===== src/rtl/addsub_result_accumulator_if.sv =====
// Sample-in / frame-total-out handshake bundle for the add/sub result accumulator.
// master drives samples and accepts results; slave is the accumulator.
interface addsub_result_accumulator_if #(
    parameter int unsigned WIDTH     = 8,
    parameter int unsigned ACC_WIDTH = 10
);
    logic                 in_valid;
    logic                 in_ready;
    logic [WIDTH-1:0]     in_data;
    logic                 out_valid;
    logic                 out_ready;
    logic [ACC_WIDTH-1:0] out_sum;
    logic                 out_ovf;

    modport master (
        output in_valid, in_data, out_ready,
        input  in_ready, out_valid, out_sum, out_ovf
    );

    modport slave (
        input  in_valid, in_data, out_ready,
        output in_ready, out_valid, out_sum, out_ovf
    );
endinterface


===== src/rtl/addsub_result_accumulator.sv =====
// Sums frames of COUNT signed samples, then holds the total and a sticky
// signed-overflow flag until the downstream side takes it.
module addsub_result_accumulator #(
    parameter int unsigned WIDTH     = 8,
    parameter int unsigned COUNT     = 4,
    parameter int unsigned ACC_WIDTH = 10
) (
    input  logic                         clk,
    input  logic                         rst_n,
    input  logic                         clear,
    addsub_result_accumulator_if.slave   bus
);
    localparam int unsigned CntW = (COUNT > 1) ? $clog2(COUNT) : 1;

    typedef enum logic {StAccum, StHold} state_e;

    state_e                      state_q, state_d;
    logic signed [ACC_WIDTH-1:0] acc_q, acc_d;
    logic signed [ACC_WIDTH-1:0] sum_q, sum_d;
    logic signed [ACC_WIDTH-1:0] ext, add;
    logic [CntW-1:0]             cnt_q, cnt_d;
    logic                        ovf_acc_q, ovf_acc_d;
    logic                        ovf_q, ovf_d;
    logic                        add_ovf, accept, last;

    assign ext    = ACC_WIDTH'($signed(bus.in_data));
    assign add    = acc_q + ext;
    // Overflow: operands agree in sign but the wrapped result does not.
    assign add_ovf = (acc_q[ACC_WIDTH-1] == ext[ACC_WIDTH-1]) &&
                     (add[ACC_WIDTH-1] != acc_q[ACC_WIDTH-1]);
    assign accept = (state_q == StAccum) && bus.in_valid;
    assign last   = (cnt_q == CntW'(COUNT - 1));

    always_comb begin
        state_d   = state_q;
        acc_d     = acc_q;
        cnt_d     = cnt_q;
        ovf_acc_d = ovf_acc_q;
        sum_d     = sum_q;
        ovf_d     = ovf_q;
        case (state_q)
            StAccum: begin
                if (accept) begin
                    if (last) begin
                        sum_d     = add;
                        ovf_d     = ovf_acc_q | add_ovf;
                        acc_d     = '0;
                        cnt_d     = '0;
                        ovf_acc_d = 1'b0;
                        state_d   = StHold;
                    end else begin
                        acc_d     = add;
                        cnt_d     = cnt_q + CntW'(1);
                        ovf_acc_d = ovf_acc_q | add_ovf;
                    end
                end
            end
            StHold: begin
                if (bus.out_ready) begin
                    state_d = StAccum;
                end
            end
            default: state_d = StAccum;
        endcase
        // Frame abort wins over accepts and over a pending output handshake.
        if (clear) begin
            state_d   = StAccum;
            acc_d     = '0;
            cnt_d     = '0;
            ovf_acc_d = 1'b0;
        end
    end

    always_ff @(posedge clk or negedge rst_n) begin
        if (!rst_n) begin
            state_q   <= StAccum;
            acc_q     <= '0;
            cnt_q     <= '0;
            ovf_acc_q <= 1'b0;
            sum_q     <= '0;
            ovf_q     <= 1'b0;
        end else begin
            state_q   <= state_d;
            acc_q     <= acc_d;
            cnt_q     <= cnt_d;
            ovf_acc_q <= ovf_acc_d;
            sum_q     <= sum_d;
            ovf_q     <= ovf_d;
        end
    end

    assign bus.in_ready  = (state_q == StAccum);
    assign bus.out_valid = (state_q == StHold);
    assign bus.out_sum   = sum_q;
    assign bus.out_ovf   = ovf_q;
endmodule

===== src/flat_wrapper.sv =====
// flat-port wrapper written by rule: the top's interface ports become plain ports
module addsub_result_accumulator_flat 
#(
    parameter int unsigned WIDTH     = 8,
    parameter int unsigned COUNT     = 4,
    parameter int unsigned ACC_WIDTH = 10
)
  (clk, rst_n, clear, bus_in_valid, bus_in_data, bus_out_ready, bus_in_ready, bus_out_valid, bus_out_sum, bus_out_ovf);
  addsub_result_accumulator_if #(.WIDTH(WIDTH), .ACC_WIDTH(ACC_WIDTH)) bus_i ();
  input  logic clk;
  input  logic rst_n;
  input  logic clear;
  input wire logic [$bits(bus_i.in_valid)-1:0] bus_in_valid;
  input wire logic [$bits(bus_i.in_data)-1:0] bus_in_data;
  input wire logic [$bits(bus_i.out_ready)-1:0] bus_out_ready;
  output wire logic [$bits(bus_i.in_ready)-1:0] bus_in_ready;
  output wire logic [$bits(bus_i.out_valid)-1:0] bus_out_valid;
  output wire logic [$bits(bus_i.out_sum)-1:0] bus_out_sum;
  output wire logic [$bits(bus_i.out_ovf)-1:0] bus_out_ovf;
  assign bus_i.in_valid = bus_in_valid;
  assign bus_i.in_data = bus_in_data;
  assign bus_i.out_ready = bus_out_ready;
  assign bus_in_ready = bus_i.in_ready;
  assign bus_out_valid = bus_i.out_valid;
  assign bus_out_sum = bus_i.out_sum;
  assign bus_out_ovf = bus_i.out_ovf;
  addsub_result_accumulator #(.WIDTH(WIDTH), .COUNT(COUNT), .ACC_WIDTH(ACC_WIDTH)) u_core (.clk(clk), .rst_n(rst_n), .clear(clear), .bus(bus_i));
endmodule

===== config.mk =====
export PLATFORM = sky130hd
export DESIGN_NAME = addsub_result_accumulator_flat
export DESIGN_NICKNAME = d
export VERILOG_FILES = /design/src/rtl/addsub_result_accumulator_if.sv /design/src/rtl/addsub_result_accumulator.sv /design/src/flat_wrapper.sv
export SDC_FILE = /design/constraint.sdc
export NUM_CORES = 1
export LEC_CHECK = 0
export BUFFER_PORTS_ARGS = -buffer_cell sky130_fd_sc_hd__buf_2
export CAP_MARGIN = 10
export CORE_MARGIN = 2
export CORE_UTILIZATION = 56
export CTS_CLUSTER_DIAMETER = 100
export CTS_CLUSTER_SIZE = 40
export DETAILED_ROUTE_END_ITERATION = 7
export HOLD_SLACK_MARGIN = 0.05
export MAX_ROUTING_LAYER = met4
export PLACE_DENSITY = 0.79
export SYNTH_ARGS = -nofsm -noshare
export SYNTH_HDL_FRONTEND = slang
export SYNTH_SLANG_ARGS = --single-unit

===== constraint.sdc =====
create_clock -name clk -period 2.38 [get_ports clk]
set_clock_uncertainty 0.1 [all_clocks]
set_input_delay 0.357 -clock clk [delete_from_list [all_inputs] [get_ports clk]]
set_output_delay 0.357 -clock clk [all_outputs]
set_load 0.005 [all_outputs]

==> results.ini, run 1 <==
[clocking]
cts_buffers = 3
cts-root-buf = clkbuf_4
cts.path.max_buffers = 2
h-tree-depth = 1
tritoncts = yes
cts_resized = 0
clk_latency_ps = 330
clock-sinks = 25
path_clk_slew_ps = 150

[worst_hold_path]
hold_start = clear
hp-class = primary input to register

[route]
wl_per_cell_um = 15.2
antenna_left = 0
wirelength_um = 3470
firstDrtPassIters = 5
dr_total_vias = 1398
drtIter0Drc = 54
via_per_inst = 6.13
post-route-drc-count = 0

[setup_path]
crit_path_start = u_core.acc_q[5]
critPathRequiredTime_ps = 2540
path_cells = ha_1 -> a211o_1 -> a21oi_4 -> a21bo_1 -> or4_1 -> o21ai_0
cp-endpoint = u_core.acc_q[9]
cp.depth = 6
crit_arrival_ps = 2400
reg2reg_slack_ps = 140
cp_max_fo = 6
r2r_end = u_core.acc_q[9]
critPathMaxStageDelay_ps = 470
end_kind = register
critPathBufInv = 0
crit_path_start_kind = register
r2r_start = u_core.acc_q[5]
critPathSlowestCell = or4_1
path_class = register to register
path_delay_family = compound AO/OA/AOI/OAI gates
r2r_cells = 6

[final_layout]
nets = 222
stdcell_area_mm2 = 0.00178
mostFrequentLayoutCells = 25 x buf_2, 25 x dfrtp_1, 24 x o21ai_0
multiInputGateArea_um2 = 892
fillers = 238
antennaDiodeCount = 0
syn2layout_area_growth_pct = 11.5
final_util = 0.652
regArea_um2 = 626
drive_gt1_frac = 0.228

[global_routing]
first_global_vias = 1392
grt_max_degree = 26
grt-ovfl-total = 0
grt_usage = 0.251
grt_pass1_wl_um = 6340
antenna_found_initial = 0

[logic_synthesis]
ys_dominant_reg_cell = dfrtp_1
syn_inst = 172
synth_xor_area_frac = 0.0274
synth_top_family_by_area = compound AO/OA/AOI/OAI gates
ys_seq_elements = 25
yosys.area.top_type = dfrtp_1
syn_nets = 196
synth_edf_count = 0
ys_seq_area_frac = 0.392
synthArstFlopShare = 1.00
avgSynthCellArea_um2 = 9.29
syn-cell-area_mm2 = 0.00160
yosys.area_share.simple = 0.184
synthAdderAreaFrac = 0.0908
synth-compound-area-share = 0.229
synth_area_leaders = dfrtp_1 39%, ha_1 7.8%, o21ai_0 7.5%
synth_top_area_share = 0.392
synthMuxAreaShare = 0.0266
yosysWarnings = 0
synthDistinctLibCells = 46

[die]
die_w_um = 57.4
ios = 26
initial_core_util = 0.584
coreArea_mm2 = 0.00273
die_area_mm2 = 0.00330
die_y_um = 57.4
rows = 19

[pwr]
power.density_mw_per_mm2 = 733
leakage_uw = 0.000843
ir_worst_vdd_v = 0.000490

[sta]
hold_viol = 0
relSlewSlack = 0.622
slew_violations = 0
rsz0062_at_grt = false
timing.fmax_ghz = 0.447
whs_ps = 122
fin_setup_tns_ps = 0
setup_viol = 0
tightest_slew_ps = 567
final.period_utilization = 0.940
min_period_ps = 2240

[place]
placed_area_mm2 = 0.00174
gp_congestion = 0.865
hpwl_um = 2540
io_buffers = 25

[job]
max_cap_violations = 0

[outcome]
outcome = completed

sequential cells by signal, summed over array words and instances, names as in the netlist:
register and flops:
u_core.acc_q 10, u_core.ovf_acc_q 1, u_core.bus.out_ovf 1, u_core.bus.out_sum 10, u_core.bus.out_valid 1, u_core.cnt_q 2
synthesized netlist by cell type (3+ instances only):
cell type,count
clkbuf_1,6
a22oi_1,3
inv_1,6
a21oi_1,5
xor2_1,3
nand3_1,6
ha_1,10
o21ai_0,24
o21a_1,3
nor3_1,3
nand2_1,20
nand2b_1,5
dfrtp_1,25
a211oi_1,4
nor2_1,7
worst min path at each step:
stage	cells past startpoint	slack (ps)	endpoint
2_1_floorplan	0	-40	u_core.acc_q[0]
3_3_place_gp	1	280	u_core.bus.out_sum[6]
3_5_place_dp	1	290	u_core.bus.out_sum[5]
4_1_cts	2	120	u_core.cnt_q[1]
5_1_grt	2	120	u_core.bus.out_valid
6_report	2	120	u_core.cnt_q[1]
timing repair:
item | CTS | global route
buffers inserted | 0 | 0
hold endpoints to repair | 25 | 0
endpoints found under the setup margin | 0 | 0
hold buffers | 1 | 0
kinds of logic (layout without fill, tap and decap cells):
kind of cell,Yosys count,in the layout
and+or+nand+nor,57,57
AOI/OAI and AO/OA,54,54
DFF,25,25
buffers and inverters,16,41
adders and majority gates,11,11
xor gates and xnor gates,5,5
muxes,4,4
per-stage QoR:
step	std cells	total power (uW)	worst slack, ps
4_1_cts	228	1310	158
2_1_floorplan	172	943	209
5_1_grt	228	1410	66.4
3_5_place_dp	223	1100	63.4
6_report	228	1310	142
3_3_place_gp	223	1080	177
report_power, final:
group          total (uW)  switching (uW)  leakage, uW  internal, uW
combinational         514             268     0.000497           246
sequential            585            58.7     0.000332           527
clock                 206             142    0.0000139          64.4
metal layers:
| layer | routed length [um] | vias up | part of all wire | track usage |
|---|---|---|---|---|
| met4 | 58 | 0 | 0.017 | 0.0864 |
| met1 | 1570 | 672 | 0.45 | 0.350 |
| met3 | 159 | 8 | 0.046 | 0.0272 |
| li1 | - | 674 | - | - |
| met5 | 0 | - | 0 | - |
| met2 | 1690 | 44 | 0.49 | 0.380 |
area by class of cell:
class / instances / share of cell area
clock buffer: 3 / 0.0126
clock inverter: 1 / 0.00421
inverter: 6 / 0.0126
multi-input combinational: 131 / 0.501
sequential: 25 / 0.351
tap: 31 / 0.0218
timing repair buffer: 31 / 0.0969
No activity file was read; power rests on OpenSTA's default activity.
==> run 2: changes to the inputs <==
--- a/config.mk
+++ b/config.mk
@@ -5,16 +5,16 @@
 export SDC_FILE = /design/constraint.sdc
 export NUM_CORES = 1
 export LEC_CHECK = 0
+export ABC_AREA = 1
 export BUFFER_PORTS_ARGS = -buffer_cell sky130_fd_sc_hd__buf_2
 export CAP_MARGIN = 10
-export CORE_MARGIN = 2
-export CORE_UTILIZATION = 56
+export CORE_UTILIZATION = 55
 export CTS_CLUSTER_DIAMETER = 100
 export CTS_CLUSTER_SIZE = 40
 export DETAILED_ROUTE_END_ITERATION = 7
 export HOLD_SLACK_MARGIN = 0.05
 export MAX_ROUTING_LAYER = met4
-export PLACE_DENSITY = 0.79
+export PLACE_DENSITY = 0.78
 export SYNTH_ARGS = -nofsm -noshare
 export SYNTH_HDL_FRONTEND = slang
 export SYNTH_SLANG_ARGS = --single-unit
==> results.ini, run 2 <==
[sta]
min_period_ps = 1960  ; -275 ps
fin_setup_tns_ps = 0  ; unchanged
slew_violations = 0  ; unchanged
hold_viol = 0  ; unchanged
final.period_utilization = 0.825  ; -0.116
relSlewSlack = 0.635  ; +0.0134
rsz0062_at_grt = false
setup_viol = 0  ; unchanged
finalWorstSetupSlack_ps = 418  ; +275 ps
tightest_slew_ps = 547  ; -20.1 ps
timing.fmax_ghz = 0.510  ; +14%

[clocking]
cts.path.max_buffers = 2  ; unchanged
cts_buffers = 3  ; unchanged
clock-sinks = 25  ; unchanged
cts-root-buf = clkbuf_4
path_clk_slew_ps = 130  ; -20 ps
cts_resized = 0  ; unchanged
cts_setup_buffers = 0  ; unchanged
clk_latency_ps = 310  ; -20 ps
h-tree-depth = 1  ; unchanged
cts.hold.buffers_added = 1  ; unchanged
tritoncts = yes

[die]
ios = 26  ; unchanged
coreArea_mm2 = 0.00257  ; -6.1%
initial_core_util = 0.600  ; +0.0160
die_y_um = 54.9  ; -4.3%
die_area_mm2 = 0.00302  ; -8.4%
rows = 18  ; -1
die_w_um = 54.9  ; -4.3%

[logic_synthesis]
avgSynthCellArea_um2 = 8.33  ; -10%
synthDistinctLibCells = 30  ; -35%
syn-cell-area_mm2 = 0.00154  ; -3.5%
syn_nets = 209  ; +6.6%
yosysMostFrequentCell = nand2_1
synth_top_area_share = 0.406  ; +0.0143
synthArstFlopShare = 1.00  ; unchanged
synth_edf_count = 0  ; unchanged
ys_seq_elements = 25  ; unchanged
synth_area_leaders = dfrtp_1 41%, nand2_1 14%, ha_1 8.1%
ys_seq_area_frac = 0.406  ; +0.0143
yosys.area.top_type = dfrtp_1
synth_common_cells = 58 x nand2_1, 25 x dfrtp_1, 22 x inv_1
ys_dominant_reg_cell = dfrtp_1
syn_inst = 185  ; +7.6%
yosysWarnings = 0  ; unchanged

[final_layout]
nets = 239  ; +7.7%
mostFrequentLayoutCells = 58 x nand2_1, 25 x buf_2, 25 x dfrtp_1
syn2layout_area_growth_pct = 12.4
drive_gt1_frac = 0.266  ; +0.0379
antennaDiodeCount = 0  ; unchanged
final_common_cell = nand2_1

[pwr]
leakage_uw = 0.000987  ; +17%
ir_worst_vdd_v = 0.000474  ; -3.4%
p_total_uw = 1160  ; -11%
power.density_mw_per_mm2 = 671  ; -8.5%

[global_routing]
first_global_vias = 1130  ; -19%
grt_usage = 0.231  ; -0.0196
grt-ovfl-total = 0  ; unchanged
grt_pass1_wl_um = 4810  ; -24%
grt_max_degree = 26  ; unchanged
antenna_found_initial = 0  ; unchanged

[setup_path]
r2r_cells = 9  ; +3
critPathRequiredTime_ps = 2500  ; -40 ps
reg2reg_slack_ps = 420  ; +280 ps
path_class = register to register
crit_path_start_kind = register
path_cells = ha_1 -> inv_1 -> fa_1 -> o21ai_2 -> nand3_1 -> nand2_1 -> nand2_1 -> nand3_1 -> nand2_1
end_kind = register
crit_arrival_ps = 2090  ; -310 ps
r2r_end = u_core.bus.out_sum[8]
crit_path_start = u_core.acc_q[0]
path_common_cell = nand2_1
r2r_start = u_core.acc_q[0]
cp_max_fo = 3  ; -3
critPathSlowestCell = fa_1
critPathMaxStageDelay_ps = 420  ; -50 ps

[route]
via_per_inst = 5.15  ; -16%
wirelength_um = 2970  ; -14%
post-route-drc-count = 0  ; unchanged
drtIter0Drc = 31  ; -43%
antenna_left = 0  ; unchanged
firstDrtPassIters = 4  ; -1
wl_per_cell_um = 12.2  ; -20%
dr_total_vias = 1257  ; -10%

[place]
io_buffers = 25  ; unchanged
post-place-ws_ps = 334  ; +271 ps
gp_congestion = 0.930  ; +7.5%
hpwl_um = 2360  ; -7.2%

[worst_hold_path]
hold_depth = 3  ; +1
hold_start = clear
hold-path-endpoint = u_core.bus.out_valid
hp-class = primary input to register

[job]
max_cap_violations = 0  ; unchanged

[outcome]
outcome = completed

[run 2: layout make-up]
cell class / instances / area, um^2
clock buffers: 4 / 26.3
fillers: 226 / 835
inverters: 25 / 95.1
multi-input cells: 133 / 806
flip-flops and latches: 25 / 626
well taps: 30 / 37.5
repair buffers: 27 / 143
[run 2: cell families (layout without fill, tap and decap cells)]
kind of cell	Yosys count	in the layout	share of synthesized area
fa+ha+maj	11	11	0.0942
buf+inv	27	56	0.0714
compound gates	22	22	0.103
simple gates	97	97	0.308
xor+xnor	3	3	0.0170
flops	25	25	0.406
[run 2: through the flow]
step	instances	hold WS, ps	util	instance area [um^2]
after CTS	244	235	0.675	1730
after global placement	239	270	0.661	1700
after floorplan	185	-38.6	-	1540
final	244	235	0.675	1730
after global routing	244	245	0.675	1730
after detailed placement	239	277	0.661	1700
[run 2: worst max-delay path by stage]
stage,to,cells past startpoint,slack (ps)
detailed placement,u_core.bus.out_sum[8],10,330
floorplan,u_core.acc_q[8],9,640
global placement,u_core.acc_q[8],10,470
global route,u_core.bus.out_sum[8],9,280
finish,u_core.bus.out_sum[8],9,420
CTS,u_core.bus.out_sum[8],9,410
[run 2: power breakdown]
group,internal [uW],switching [uW],total (uW)
combinational,177,241,418
sequential,511,45.3,556
clock,65.6,122,188
total,753,409,1160
[run 2: critical path: cells and delay by family, from the launching register on]
kind | cells | cell delay [ps]
fa+ha+maj | 2 | 610
simple gates | 5 | 460
compound gates | 1 | 240
buf+inv | 1 | 90
flops | 1 | 380
[run 2: per-layer routing]
layer,global-route usage,vias up,routed length (um)
li1,-,650,-
met1,0.300,576,1430
met2,0.380,27,1410
met3,0.0246,4,110
met4,0.0708,0,26
met5,-,-,0
==> run 3: changes to the inputs <==
--- a/config.mk
+++ b/config.mk
@@ -8,13 +8,13 @@
 export ABC_AREA = 1
 export BUFFER_PORTS_ARGS = -buffer_cell sky130_fd_sc_hd__buf_2
 export CAP_MARGIN = 10
-export CORE_UTILIZATION = 55
+export CORE_UTILIZATION = 50
 export CTS_CLUSTER_DIAMETER = 100
 export CTS_CLUSTER_SIZE = 40
 export DETAILED_ROUTE_END_ITERATION = 7
 export HOLD_SLACK_MARGIN = 0.05
 export MAX_ROUTING_LAYER = met4
-export PLACE_DENSITY = 0.78
+export PLACE_DENSITY = 0.75
 export SYNTH_ARGS = -nofsm -noshare
 export SYNTH_HDL_FRONTEND = slang
 export SYNTH_SLANG_ARGS = --single-unit
==> constraint.sdc (replaced) <==
create_clock -name clk -period 1.61 [get_ports clk]
set_clock_uncertainty 0.1 [all_clocks]
set_input_delay 0.2415 -clock clk [delete_from_list [all_inputs] [get_ports clk]]
set_output_delay 0.2415 -clock clk [all_outputs]
set_load 0.005 [all_outputs]
==> results.ini, run 3 (synthesized netlist as in run 2, its figures left out) <==
[pwr]
clockPowerShare = 0.148  ; -0.014
p_sw_uw = 692  ; +69%
ir_worst_vdd_v = 0.000575  ; +21%
power.density_mw_per_mm2 = 959  ; +43%
combPwrFrac = 0.424  ; +0.064
power_frac_seq = 0.428  ; -0.051
p_total_uw = 1930  ; +66%
internal_power_uw = 1240  ; +65%
leakage_uw = 0.00109  ; +11%
switching_share = 0.358  ; +0.00614

[setup_path]
end_kind = register
path_common_cell = nand2_1
crit_path_start_kind = register
path_cells = ha_2 -> inv_2 -> fa_2 -> o21ai_4 -> nand3_2 -> nand2_1 -> nand2_1 -> nand3_1 -> nand2_1
crit_arrival_ps = 1840  ; -250 ps
critPathRequiredTime_ps = 1730  ; -770 ps
critPathMaxStageDelay_ps = 380  ; -40 ps
cp_max_fo = 3  ; unchanged
reg2reg_slack_ps = -110  ; -530 ps
crit_path_start = u_core.acc_q[0]
cp-endpoint = u_core.bus.out_sum[8]
path_class = register to register
r2r_end = u_core.bus.out_sum[8]
critPathSlowestCell = dfrtp_1
r2r_start = u_core.acc_q[0]
r2r_cells = 9  ; unchanged

[sta]
final.period_utilization = 1.07  ; +0.244
tightest_slew_ps = 547  ; -0.00226 ps
rsz0062_at_grt = true
setup_viol = 12  ; +12
finalWorstSetupSlack_ps = -110  ; -527 ps
relSlewSlack = 0.635  ; about the same
timing.fmax_ghz = 0.581  ; +14%
slew_violations = 0  ; unchanged
hold_viol = 0  ; unchanged
min_period_ps = 1720  ; -243 ps

[job]
max_cap_violations = 0  ; unchanged

[clocking]
clock-sinks = 25  ; unchanged
clk_latency_ps = 330  ; +20 ps
tritoncts = yes
cts-root-buf = clkbuf_4
cts_buffers = 3  ; unchanged
h-tree-depth = 1  ; unchanged
path_clk_slew_ps = 150  ; +20 ps
cts.path.max_buffers = 2  ; unchanged

[die]
ios = 26  ; unchanged
die_area_mm2 = 0.00331  ; +9.6%
initial_core_util = 0.545  ; -0.0555
coreArea_mm2 = 0.00283  ; +10%
die_w_um = 57.5  ; +4.7%
rows = 19  ; +1
die_y_um = 57.5  ; +4.7%

[global_routing]
grt_max_degree = 26  ; unchanged
grt_pass1_wl_um = 5980  ; +24%
grt_usage = 0.245  ; +0.0136
grt-ovfl-total = 0  ; unchanged
first_global_vias = 1384  ; +22%
antenna_found_initial = 0  ; unchanged

[route]
wl_per_cell_um = 13.3  ; +9.4%
via_per_inst = 5.28  ; +2.6%
firstDrtPassIters = 7  ; +3
antenna_left = 0  ; unchanged
wirelength_um = 3520  ; +18%
drtIter0Drc = 60  ; +94%
dr_total_vias = 1395  ; +11%
post-route-drc-count = 2  ; +2

[final_layout]
nets = 258  ; +7.9%
stdcell_area_mm2 = 0.00202  ; +16%
final_common_cell = nand2_1
mostFrequentLayoutCells = 54 x nand2_1, 25 x buf_2, 25 x dfrtp_1
antennaDiodeCount = 0  ; unchanged
drive_gt1_frac = 0.403  ; +0.137
syn2layout_area_growth_pct = 30.8

[outcome]
outcome = finished with violations
violations = DRC, setup timing

[place]
placed_area_mm2 = 0.00180  ; +6.1%
io_buffers = 25  ; unchanged
gp_congestion = 0.873  ; -6.1%
post-place-ws_ps = -134  ; -468 ps
hpwl_um = 2440  ; +3.7%

[worst_hold_path]
hp-class = primary input to register

-- run 3: metrics by stage --
stage / TNS [ps] / cells / utilization / hold slack, ps
2_1_floorplan: -21.4 / 185 / - / -154
3_3_place_gp: -129 / 253 / 0.636 / 158
5_1_grt: -2250 / 264 / 0.713 / 126
6_report: -957 / 264 / 0.713 / 114
3_5_place_dp: -737 / 253 / 0.636 / 168
4_1_cts: -490 / 260 / 0.687 / 118
-- run 3: worst min path at each step --
stage,from,to,slack (ps),cells past startpoint
global placement,rst_n,u_core.acc_q[2],160,1
finish,bus_out_ready,u_core.bus.out_valid,110,3
global route,bus_out_ready,u_core.bus.out_valid,130,3
CTS,bus_out_ready,u_core.bus.out_valid,120,3
detailed placement,rst_n,u_core.bus.out_sum[2],170,1
floorplan,rst_n,u_core.acc_q[0],-150,0
-- run 3: worst max-delay path: cells and delay by family, from the launching register on --
family	cells	cell delay [ps]
AOI/OAI and AO/OA	1	180
buffers and inverters	1	50
DFF	1	380
and+or+nand+nor	5	350
adders and majority gates	2	550
-- run 3: power groups by stage --
stage	clock network [uW]	registers [uW]	logic, uW
after floorplan	0	839	417
after global placement	0	827	665
final	286	828	820
after detailed placement	0	830	686
after CTS	296	827	750
after global routing	316	840	910
-- run 3: final cells by class --
cell class	instances	area, um^2
sequential	25	626
clock buffer	3	22.5
clock inverter	1	5.00
timing repair buffer	46	289
tap	31	38.8
multi-input combinational	133	941
inverter	25	95.1
fill	223	812
-- run 3: routing by layer --
layer	share of wire	wire (um)	vias to the layer above	track usage
met4	0.037	129	0	0.122
met3	0.050	176	18	0.0340
met1	0.43	1530	637	0.305
li1	-	-	687	-
met2	0.48	1680	53	0.389
met5	0	0	-	-
-- run 3: what timing repair did --
item                       4_1_cts  5_1_grt
buffers inserted                 2        4
hold endpoints to repair        25        0
pin swaps                        3        3
hold buffers                     1        0
setup endpoints to repair       18       18
resized for setup               10       10
